**config.mk**
```make
export PLATFORM = sky130hd
export DESIGN_NAME = rot_req_fifo
export DESIGN_NICKNAME = d
export VERILOG_FILES = /design/src/rtl/barrel_pkg.sv /design/src/rtl/rot_req_fifo_ctrl.sv /design/src/rtl/rot_req_fifo.sv
export SDC_FILE = /design/constraint.sdc
export NUM_CORES = 1
export LEC_CHECK = 0
export BUFFER_PORTS_ARGS = -buffer_cell sky130_fd_sc_hd__buf_2
export CELL_PAD_IN_SITES_DETAIL_PLACEMENT = 0
export CELL_PAD_IN_SITES_GLOBAL_PLACEMENT = 1
export CORE_ASPECT_RATIO = 1.1
export CORE_UTILIZATION = 47
export CTS_BUF_LIST = sky130_fd_sc_hd__clkbuf_16
export DETAILED_ROUTE_END_ITERATION = 8
export PLACE_DENSITY_LB_ADDON = 0.1
export SYNTH_ARGS = -nofsm -noshare
export SYNTH_HDL_FRONTEND = slang
export SYNTH_SLANG_ARGS = --single-unit
```
**constraint.sdc**
```tcl
create_clock -name clk -period 2.95 [get_ports clk]
set_input_delay 0.1475 -clock clk [delete_from_list [all_inputs] [get_ports clk]]
set_output_delay 0.1475 -clock clk [all_outputs]
set_load 0.005 [all_outputs]
```
**src/rtl/barrel_pkg.sv**
```systemverilog
`default_nettype none
// ============================================================================
//  Module      : barrel_pkg
//  Description : Shared types and constants for the 8-bit right-rotator and
//                the request queue that feeds it.
//                  c_DATA_W  - rotator / data word width
//                  c_AMT_W   - rotate-amount width (log2 of c_DATA_W)
//                  rot_req_t - one queued rotate request {data, amt}
//                  rotr()    - reference right-rotate used by the rotator
//  Revision    : 1.0 - initial release
// ============================================================================
package barrel_pkg;

    localparam int c_DATA_W = 8;
    localparam int c_AMT_W  = 3;

    typedef struct packed {
        logic [c_DATA_W-1:0] data;
        logic [c_AMT_W-1:0]  amt;
    } rot_req_t;

    // Right-rotate: the doubled word shifted right leaves the rotated value
    // in its low half.
    function automatic logic [c_DATA_W-1:0] rotr(
        input logic [c_DATA_W-1:0] a,
        input logic [c_AMT_W-1:0]  amt
    );
        logic [2*c_DATA_W-1:0] w_dbl;
        w_dbl = {a, a} >> amt;
        return w_dbl[c_DATA_W-1:0];
    endfunction

endpackage
`default_nettype wire

```
**src/rtl/rot_req_fifo_ctrl.sv**
```systemverilog
`default_nettype none
// ============================================================================
//  Module      : rot_req_fifo_ctrl
//  Description : Pointer / occupancy control for the rotate-request queue.
//                Qualifies push and pop, tracks read/write pointers and the
//                entry count, and produces the storage write enable.
//  Ports       : clk          - clock, rising edge
//                rst_n        - synchronous active-low reset
//                i_flush      - synchronous clear of pointers and count
//                i_in_valid   - producer request valid
//                i_out_ready  - consumer pops head
//                o_in_ready   - queue can accept (not full, not in reset)
//                o_out_valid  - queue not empty
//                o_wr_en      - write storage[o_wr_ptr] this cycle
//                o_wr_ptr     - write pointer
//                o_rd_ptr     - read pointer (head entry)
//                o_count      - occupancy, 0..DEPTH
//  Revision    : 1.0 - initial release
// ============================================================================
module rot_req_fifo_ctrl #(
    parameter  int DEPTH   = 4,
    localparam int c_PTR_W = $clog2(DEPTH),
    localparam int c_CNT_W = c_PTR_W + 1
) (
    input  logic               clk,
    input  logic               rst_n,
    input  logic               i_flush,
    input  logic               i_in_valid,
    input  logic               i_out_ready,
    output logic               o_in_ready,
    output logic               o_out_valid,
    output logic               o_wr_en,
    output logic [c_PTR_W-1:0] o_wr_ptr,
    output logic [c_PTR_W-1:0] o_rd_ptr,
    output logic [c_CNT_W-1:0] o_count
);

    localparam logic [c_CNT_W-1:0] c_FULL  = c_CNT_W'(DEPTH);
    localparam logic [c_PTR_W-1:0] c_PTR_1 = c_PTR_W'(1);
    localparam logic [c_CNT_W-1:0] c_CNT_1 = c_CNT_W'(1);

    logic [c_PTR_W-1:0] r_wr_ptr;
    logic [c_PTR_W-1:0] r_rd_ptr;
    logic [c_CNT_W-1:0] r_count;

    logic w_in_ready;
    logic w_out_valid;
    logic w_push;
    logic w_pop;

    // Ready is forced low during reset so a producer never sees a handshake
    // that the reset branch below would discard.
    assign w_in_ready  = (r_count != c_FULL) & rst_n;
    assign w_out_valid = (r_count != '0);
    assign w_push      = i_in_valid & w_in_ready;
    assign w_pop       = i_out_ready & w_out_valid;

    always_ff @(posedge clk) begin
        if (!rst_n) begin
            r_wr_ptr <= '0;
            r_rd_ptr <= '0;
            r_count  <= '0;
        end else if (i_flush) begin
            r_wr_ptr <= '0;
            r_rd_ptr <= '0;
            r_count  <= '0;
        end else begin
            // Pointers are exactly log2(DEPTH) bits, so wrap is free.
            if (w_push) r_wr_ptr <= r_wr_ptr + c_PTR_1;
            if (w_pop)  r_rd_ptr <= r_rd_ptr + c_PTR_1;
            case ({w_push, w_pop})
                2'b10:   r_count <= r_count + c_CNT_1;
                2'b01:   r_count <= r_count - c_CNT_1;
                default: r_count <= r_count;
            endcase
        end
    end

    assign o_in_ready  = w_in_ready;
    assign o_out_valid = w_out_valid;
    // A push coinciding with flush is dropped, so storage is left alone.
    assign o_wr_en     = w_push & ~i_flush;
    assign o_wr_ptr    = r_wr_ptr;
    assign o_rd_ptr    = r_rd_ptr;
    assign o_count     = r_count;

endmodule
`default_nettype wire

```
**src/rtl/rot_req_fifo.sv**
```systemverilog
`default_nettype none
// ============================================================================
//  Module      : rot_req_fifo
//  Description : First-word-fall-through queue of rotate requests placed
//                ahead of the combinational right-rotator. The head entry
//                drives the rotator's a/amt inputs; the consumer pops it once
//                the rotated result has been taken. No combinational path
//                runs from the producer side to the consumer side.
//  Ports       : clk        - clock, rising edge
//                rst_n      - synchronous active-low reset
//                flush      - synchronous clear (storage retained)
//                in_valid   - producer request valid
//                in_ready   - queue can accept
//                in_data    - word to rotate
//                in_amt     - right-rotate amount
//                out_valid  - head entry valid
//                out_ready  - consumer pops head
//                out_data   - head word (rotator a)
//                out_amt    - head amount (rotator amt)
//                count      - occupancy, 0..DEPTH
//  Revision    : 1.0 - initial release
// ============================================================================
module rot_req_fifo
    import barrel_pkg::*;
#(
    parameter int DATA_W = c_DATA_W,
    parameter int AMT_W  = c_AMT_W,
    parameter int DEPTH  = 4
) (
    input  logic                   clk,
    input  logic                   rst_n,
    input  logic                   flush,
    input  logic                   in_valid,
    output logic                   in_ready,
    input  logic [DATA_W-1:0]      in_data,
    input  logic [AMT_W-1:0]       in_amt,
    output logic                   out_valid,
    input  logic                   out_ready,
    output logic [DATA_W-1:0]      out_data,
    output logic [AMT_W-1:0]       out_amt,
    output logic [$clog2(DEPTH):0] count
);

    localparam int c_PTR_W = $clog2(DEPTH);

    // Elaboration-time parameter checks.
    if ((DEPTH < 2) || ((DEPTH & (DEPTH - 1)) != 0)) begin : g_chk_depth
        $error("rot_req_fifo: DEPTH must be a power of two and >= 2");
    end
    if (AMT_W != $clog2(DATA_W)) begin : g_chk_amt_w
        $error("rot_req_fifo: AMT_W must equal clog2(DATA_W)");
    end
    if ((DATA_W != c_DATA_W) || (AMT_W != c_AMT_W)) begin : g_chk_pkg
        $error("rot_req_fifo: DATA_W/AMT_W must match barrel_pkg");
    end

    logic               w_wr_en;
    logic [c_PTR_W-1:0] w_wr_ptr;
    logic [c_PTR_W-1:0] w_rd_ptr;

    rot_req_t r_mem [DEPTH];

    rot_req_fifo_ctrl #(
        .DEPTH (DEPTH)
    ) u_ctrl (
        .clk         (clk),
        .rst_n       (rst_n),
        .i_flush     (flush),
        .i_in_valid  (in_valid),
        .i_out_ready (out_ready),
        .o_in_ready  (in_ready),
        .o_out_valid (out_valid),
        .o_wr_en     (w_wr_en),
        .o_wr_ptr    (w_wr_ptr),
        .o_rd_ptr    (w_rd_ptr),
        .o_count     (count)
    );

    // Storage is cleared only by reset; flush just rewinds the pointers, and
    // popped entries keep their contents.
    always_ff @(posedge clk) begin
        if (!rst_n) begin
            for (int i = 0; i < DEPTH; i++) begin
                r_mem[i] <= '0;
            end
        end else if (w_wr_en) begin
            r_mem[w_wr_ptr] <= '{data: in_data, amt: in_amt};
        end
    end

    assign out_data = r_mem[w_rd_ptr].data;
    assign out_amt  = r_mem[w_rd_ptr].amt;

endmodule
`default_nettype wire

```
# ---- After elaboration in Yosys (flattened, before gate mapping)
# Memory sizes are Yosys's and may differ from the RTL's. A register that Yosys moved wholly into a read port is not among the register bits.
# Index checks and enable logic that the tools add are counted.
dict set report op_classes {
  n_addsub 4
  n_eq_ne 3
  mux 10
  bitwise_logic 6
  reduce_logical 4
}
# operator n
set ops {}
lappend ops {{$mux 11} 1}
lappend ops {{$reduce_or 11->1} 1}
lappend ops {{$mux 2} 3}
lappend ops {{$pmux 3 s2} 1}
lappend ops {{$mux 1} 5}
lappend ops {{$add 2x1->2 const B} 2}
lappend ops {{$and 1x1->1} 4}
lappend ops {{$add 3x1->3 const B} 1}
lappend ops {{$ne 3x3->1 const B} 1}
lappend ops {{$reduce_bool 3->1} 1}
lappend ops {{$sub 3x1->3 const B} 1}
lappend ops {{$eq 2x1->1 const B} 1}
lappend ops {{$eq 2x2->1 const B} 1}
lappend ops {{$not 1->1} 2}
lappend ops {{$reduce_bool 2->1} 1}
lappend ops {{$reduce_or 2->1} 1}
dict set report totals {
  register_bits 7
  ram_bits 44
  inputBits 16
  output_inout_bits 16
  wordCells 31
  mem_count 1
}
# name depth width read_ports rd_clocked_by_memory_dff write_ports line_no
set memory_table {}
lappend memory_table {r_mem 4 11 1 1 4 rot_req_fifo.sv:61} ;# rot_req_t r_mem [DEPTH];

# ---- Depth between registers and ports, before layout
dict set report depth {
  depth_word 9
  ltp_mapped 8
}

# ---- Hierarchy
# Synthesis repeated with hierarchy kept, for this count alone.
dict set report unflattened {
  hier_cells 158
  area_unflattened_um2 2319.7
}
# mod n_inst cells_per_inst area_per_inst_um2 seq_area_each_um2
set modules_own_cells {}
lappend modules_own_cells {rot_req_fifo 1 117 1959.4 1321.3}
lappend modules_own_cells {rot_req_fifo_ctrl 1 41 360.3 140.1}

# ---- Worst setup path after synthesis
# OpenSTA, ideal clock, no wires.
dict set report synth_timing {
  path_kind {register to register}
  startpoint {register u_ctrl.r_count[2] (netlist: u_ctrl.o_count[2])}
  endpoint {register u_ctrl.r_count[2] (netlist: u_ctrl.o_count[2])}
  arrival_time_ns 2.091
  required_time_ns 2.880
  slack_ns 0.789
  path_stages_with_launch 9
  period_less_slack_ns 2.161
  cell_sequence {dfxtp_1 nor3b_4 or3_1 ha_1 inv_1 fa_1 xor2_1 or3_1 a21oi_1}
}
dict set report synth_via {
  elab_chain_cells 5
  elab_cells_between_ends 11
}
# item line_no
set synth_rtl {}
lappend synth_rtl {{start, declared} rot_req_fifo_ctrl.sv:44} ;# logic [c_CNT_W-1:0] r_count;
lappend synth_rtl {{start signal, assigned} rot_req_fifo_ctrl.sv:72} ;# 2'b10: r_count <= r_count + c_CNT_1;
lappend synth_rtl {{start signal, assigned} rot_req_fifo_ctrl.sv:73} ;# 2'b01: r_count <= r_count - c_CNT_1;
lappend synth_rtl {{start signal, assigned} rot_req_fifo_ctrl.sv:74} ;# default: r_count <= r_count;
lappend synth_rtl {{$ne 3x3->1} rot_req_fifo_ctrl.sv:53} ;# assign w_in_ready = (r_count != c_FULL) & rst_n;
lappend synth_rtl {{$and 1x1->1} rot_req_fifo_ctrl.sv:53}
lappend synth_rtl {{$and 1x1->1} rot_req_fifo_ctrl.sv:55} ;# assign w_push = i_in_valid & w_in_ready;
lappend synth_rtl {{$eq 2x1->1 or $eq 2x2->1 (tied branches)} rot_req_fifo_ctrl.sv:71} ;# case ({w_push, w_pop})
lappend synth_rtl {{$pmux 3 s2 or $reduce_bool 2->1 (tied branches)} --}
# Several ways; a longest one is shown, not always the timed one.
# A chain may end at the register's enable or synchronous reset.

# ---- Final worst setup path
# Ends and elaborated chain as after synthesis.

==> summary.md <==
| Metric | Value |
|---|---|
| Max-slew headroom at the worst pin | ~45% |
| Vias | 1364 |
| Worst Skew | 5.31 ps |
| Count of nets left with antenna violations after detail routing | 0 |
| Final Setup Violations | 0 |
| Cell type with the largest total area after synthesis | edfxtp_1 |
| Overall routed net length | 4440 microns |
| Worst hold path cell count | 2 |
| WS Path Type | reg -> reg |
| Clock tree root driver cell | clkbuf_16 |
| Vias per cell | approximately 5.5 |
| Tightest Pin Transition | 826 ps |
| Fin. max-slew vios | 0 |
| Clock insertion delay at the later pin of the skew report | approximately 280 ps |
| Power density over the cells | 546 mW/mm^2 |
| I/O Pins | 32 |
| Total count of hold-check failures in the final report | 0 |
| Final worst-path cycle share | approximately four fifths |
| Area growth from synthesis to final layout | 14.7% |
| Largest buffer count on any clock path | 2 |
| Largest net degree at the start of global routing | 16 |
| Sink of the worst hold path | r_mem[2][10]$_SDFFCE_PN0P_ |
| FP Rows | 26 |
| Least setup slack across all paths after layout | 598 ps |
| Setup total negative slack | 0 ps |
| Count of cells resized by post-cts repair | 0 |
| Required time of the critical path | 3160 ps |
| Drt initial violations | 82 |
| Htree depth | 2 |
| Vias in the first global route | 1417 |
| Post-detailed-placement half-perimeter wirelength | 2950 microns |
| Ys Warns | 0 |
| Quantity of hold-fixing buffers added after cts | 0 |
| Main area contributors after synthesis | edfxtp_1 (56%), and2_1 (12%), mux4_2 (10%), dfxtp_1 (7.6%), nand2b_1 (1.3%) |
| Startpoint of the worst-slack reg-to-reg timing path | u_ctrl.o_count[2]$_SDFFE_PP0P_ |
| Worst EP arrival | approximately 2600 ps |
| Total iterations of the first detailed-routing run | 4 |
| Final antenna diode count | 0 |
| Worst setup slack for register-to-register paths | roughly 600 ps |
| Launching element type of the critical path | register |
| Count of max-cap constraint violations | 0 |
| Global placer's final weighted congestion | 0.772 |
| Post-CTS clock slew at the launch and capture registers of the worst setup and hold paths | 60 ps |
| Min Clock Period, post-route | 2350 ps |
| Sequential area share after synthesis | 63.2% |
| Total Nets Final | 211 |
| Worst min path class | in -> reg |
| CTS Sinks | 53 |
| Critical R2R Capture | u_ctrl.o_count[2]$_SDFFE_PP0P_ |
| Tot GR Track Use | a little under a fifth |
| Number of antenna violations at the first check in global routing | 0 |
| Flip-flop and latch count after synthesis | 53 |
| Syn Inst Count | 159 |
| Post CTS Setup Buffer Count | 0 |
| Post-synth top area share | 55.6% |
| Setup repair after global routing missed its margin | false |
| First-pass GRT wire length | 7270 microns |
| Number of distinct library cell variants in the gate-level netlist after synthesis | 29 |
| Drc violations | 0 |
| Layout cells sized above 1 | 28.4% |
| Number of cell instances on the worst register-to-register path | 8 |
| Type of destination of the critical path | register |
| Hold Path Origin | in_data[7] |
| Mapped cell area | ~0.0024 sq mm |
| Placeable Area | 0.00475 sq mm |
| IR drop worst, VDD | 0.263 mV |
| Remaining global-route overflow | 0 |
| Result of the run | finished clean |
| Fill cells | 385 |
| Starting utilization of the core area | 50.1% |
| Routed WL per cell | 17.7 microns |
| Total CTS buffers | 5 |
| Height of the chip | 76.6 microns |
| Avg Synthesized Cell Area | 15.0 sq um |
| Maximum fanout encountered on the critical timing path | 9 |
| Count of buffers from port buffering | 31 |
| Clock tree from TritonCTS | yes |
| Die Width | 69.8 microns |
| DIE AREA | ~0.0053 sq mm |
| Mapped Nets | 177 |
| LEAKAGE | around 0.0010 uW |
| Pre-CTS WS | a little over 600 ps |
| Peak Freq | 0.425 GHz |
-- cells in the mapped netlist (all sizes together) --
library cell / number
edfxtp: 44
mux4: 11
fa: 1
dfxtp: 9
nor4b: 1
o311ai: 1
nand3b: 1
a21oi: 2
buf: 5
nor3b: 1
ha: 1
and2: 44
nor2b: 1
o211ai: 2
inv: 5
xor2: 3
nor4: 2
a31o: 1
o31a: 1
o21ai: 1
xnor2: 1
nand2: 2
nor2: 8
nand2b: 5
clkbuf: 2
or3: 3
or4: 1
-- state kept, by name, indices dropped and copies added, names as in the netlist, named ones only --
name and count:
u_ctrl.o_rd_ptr 2, u_ctrl.o_count 3, r_mem 44, u_ctrl.o_wr_ptr 2
-- worst max-delay path by stage --
stage | from | slack (ps) | cells past startpoint | to
global route | u_ctrl.o_count[2]$_SDFFE_PP0P_ | 410 | 8 | u_ctrl.o_count[2]$_SDFFE_PP0P_
finish | u_ctrl.o_count[2]$_SDFFE_PP0P_ | 600 | 8 | u_ctrl.o_count[2]$_SDFFE_PP0P_
floorplan | u_ctrl.o_count[2]$_SDFFE_PP0P_ | 790 | 8 | u_ctrl.o_count[2]$_SDFFE_PP0P_
global placement | u_ctrl.o_count[2]$_SDFFE_PP0P_ | 720 | 8 | u_ctrl.o_count[2]$_SDFFE_PP0P_
CTS | u_ctrl.o_count[2]$_SDFFE_PP0P_ | 600 | 8 | u_ctrl.o_count[2]$_SDFFE_PP0P_
detailed placement | u_ctrl.o_count[2]$_SDFFE_PP0P_ | 620 | 8 | u_ctrl.o_count[2]$_SDFFE_PP0P_
-- per-stage QoR --
stage	util [%]	std cells	instance area, sq um	total power, uW	hold WS, ps
6_report	57.4	250	2730	1490	171
5_1_grt	57.4	250	2730	1550	175
4_1_cts	57.4	250	2730	1500	168
3_5_place_dp	54.6	242	2590	966	465
3_3_place_gp	54.6	242	2590	961	454
2_1_floorplan	-	159	2380	919	346
-- area by class of cell --
| type | instances | area, sq um | share of cell area (%) |
|---|---|---|---|
| clock inverter | 3 | 11.3 | 0.413 |
| tap | 56 | 70.1 | 2.57 |
| clock buffer | 5 | 125 | 4.59 |
| timing repair buffer | 34 | 178 | 6.51 |
| inverter | 5 | 18.8 | 0.688 |
| multi-input combinational | 94 | 823 | 30.2 |
| sequential | 53 | 1500 | 55.0 |
-- where the power goes --
| group | switching (uW) | internal, uW |
|---|---|---|
| logic | 49.6 | 43.4 |
| clock network | 236 | 306 |
| registers | 13.0 | 841 |
-- kinds of logic after synthesis --
group | Yosys count | share of synthesized area (%)
buf+inv | 12 | 2.21
flops | 53 | 63.2
fa+ha+maj | 2 | 1.37
compound gates | 8 | 2.37
simple gates | 69 | 19.0
xor+xnor | 4 | 1.47
mux | 11 | 10.4
-- critical path, cell delays in order, from the launching register on --
cell,delay (ps)
dfxtp_1,420
nor3b_4,480
or3_1,180
ha_1,170
inv_1,60
fa_1,370
xor2_1,160
or3_1,300
a21oi_1,140
-- metal layers --
| metal | global-route usage [%] | vias up | part of all wire (%) |
|---|---|---|---|
| met3 | 4.50 | 8 | 3.0 |
| met5 | 0 | - | 0 |
| li1 | - | 641 | - |
| met1 | 20.6 | 683 | 39 |
| met2 | 33.6 | 32 | 56 |
| met4 | 7.60 | 0 | 1.8 |
-- cells in the final DEF, fill, tap and decap left out, drive strengths merged, types with 2 or more instances in the layout --
cell type,n
nand2,2
inv,7
clkbuf,5
edfxtp,44
nor4,2
mux4,11
a21oi,2
or3,3
xor2,3
and2,44
o211ai,2
nor2,8
nand2b,5
dfxtp,9
buf,34
No activity file was read; power rests on OpenSTA's default activity.
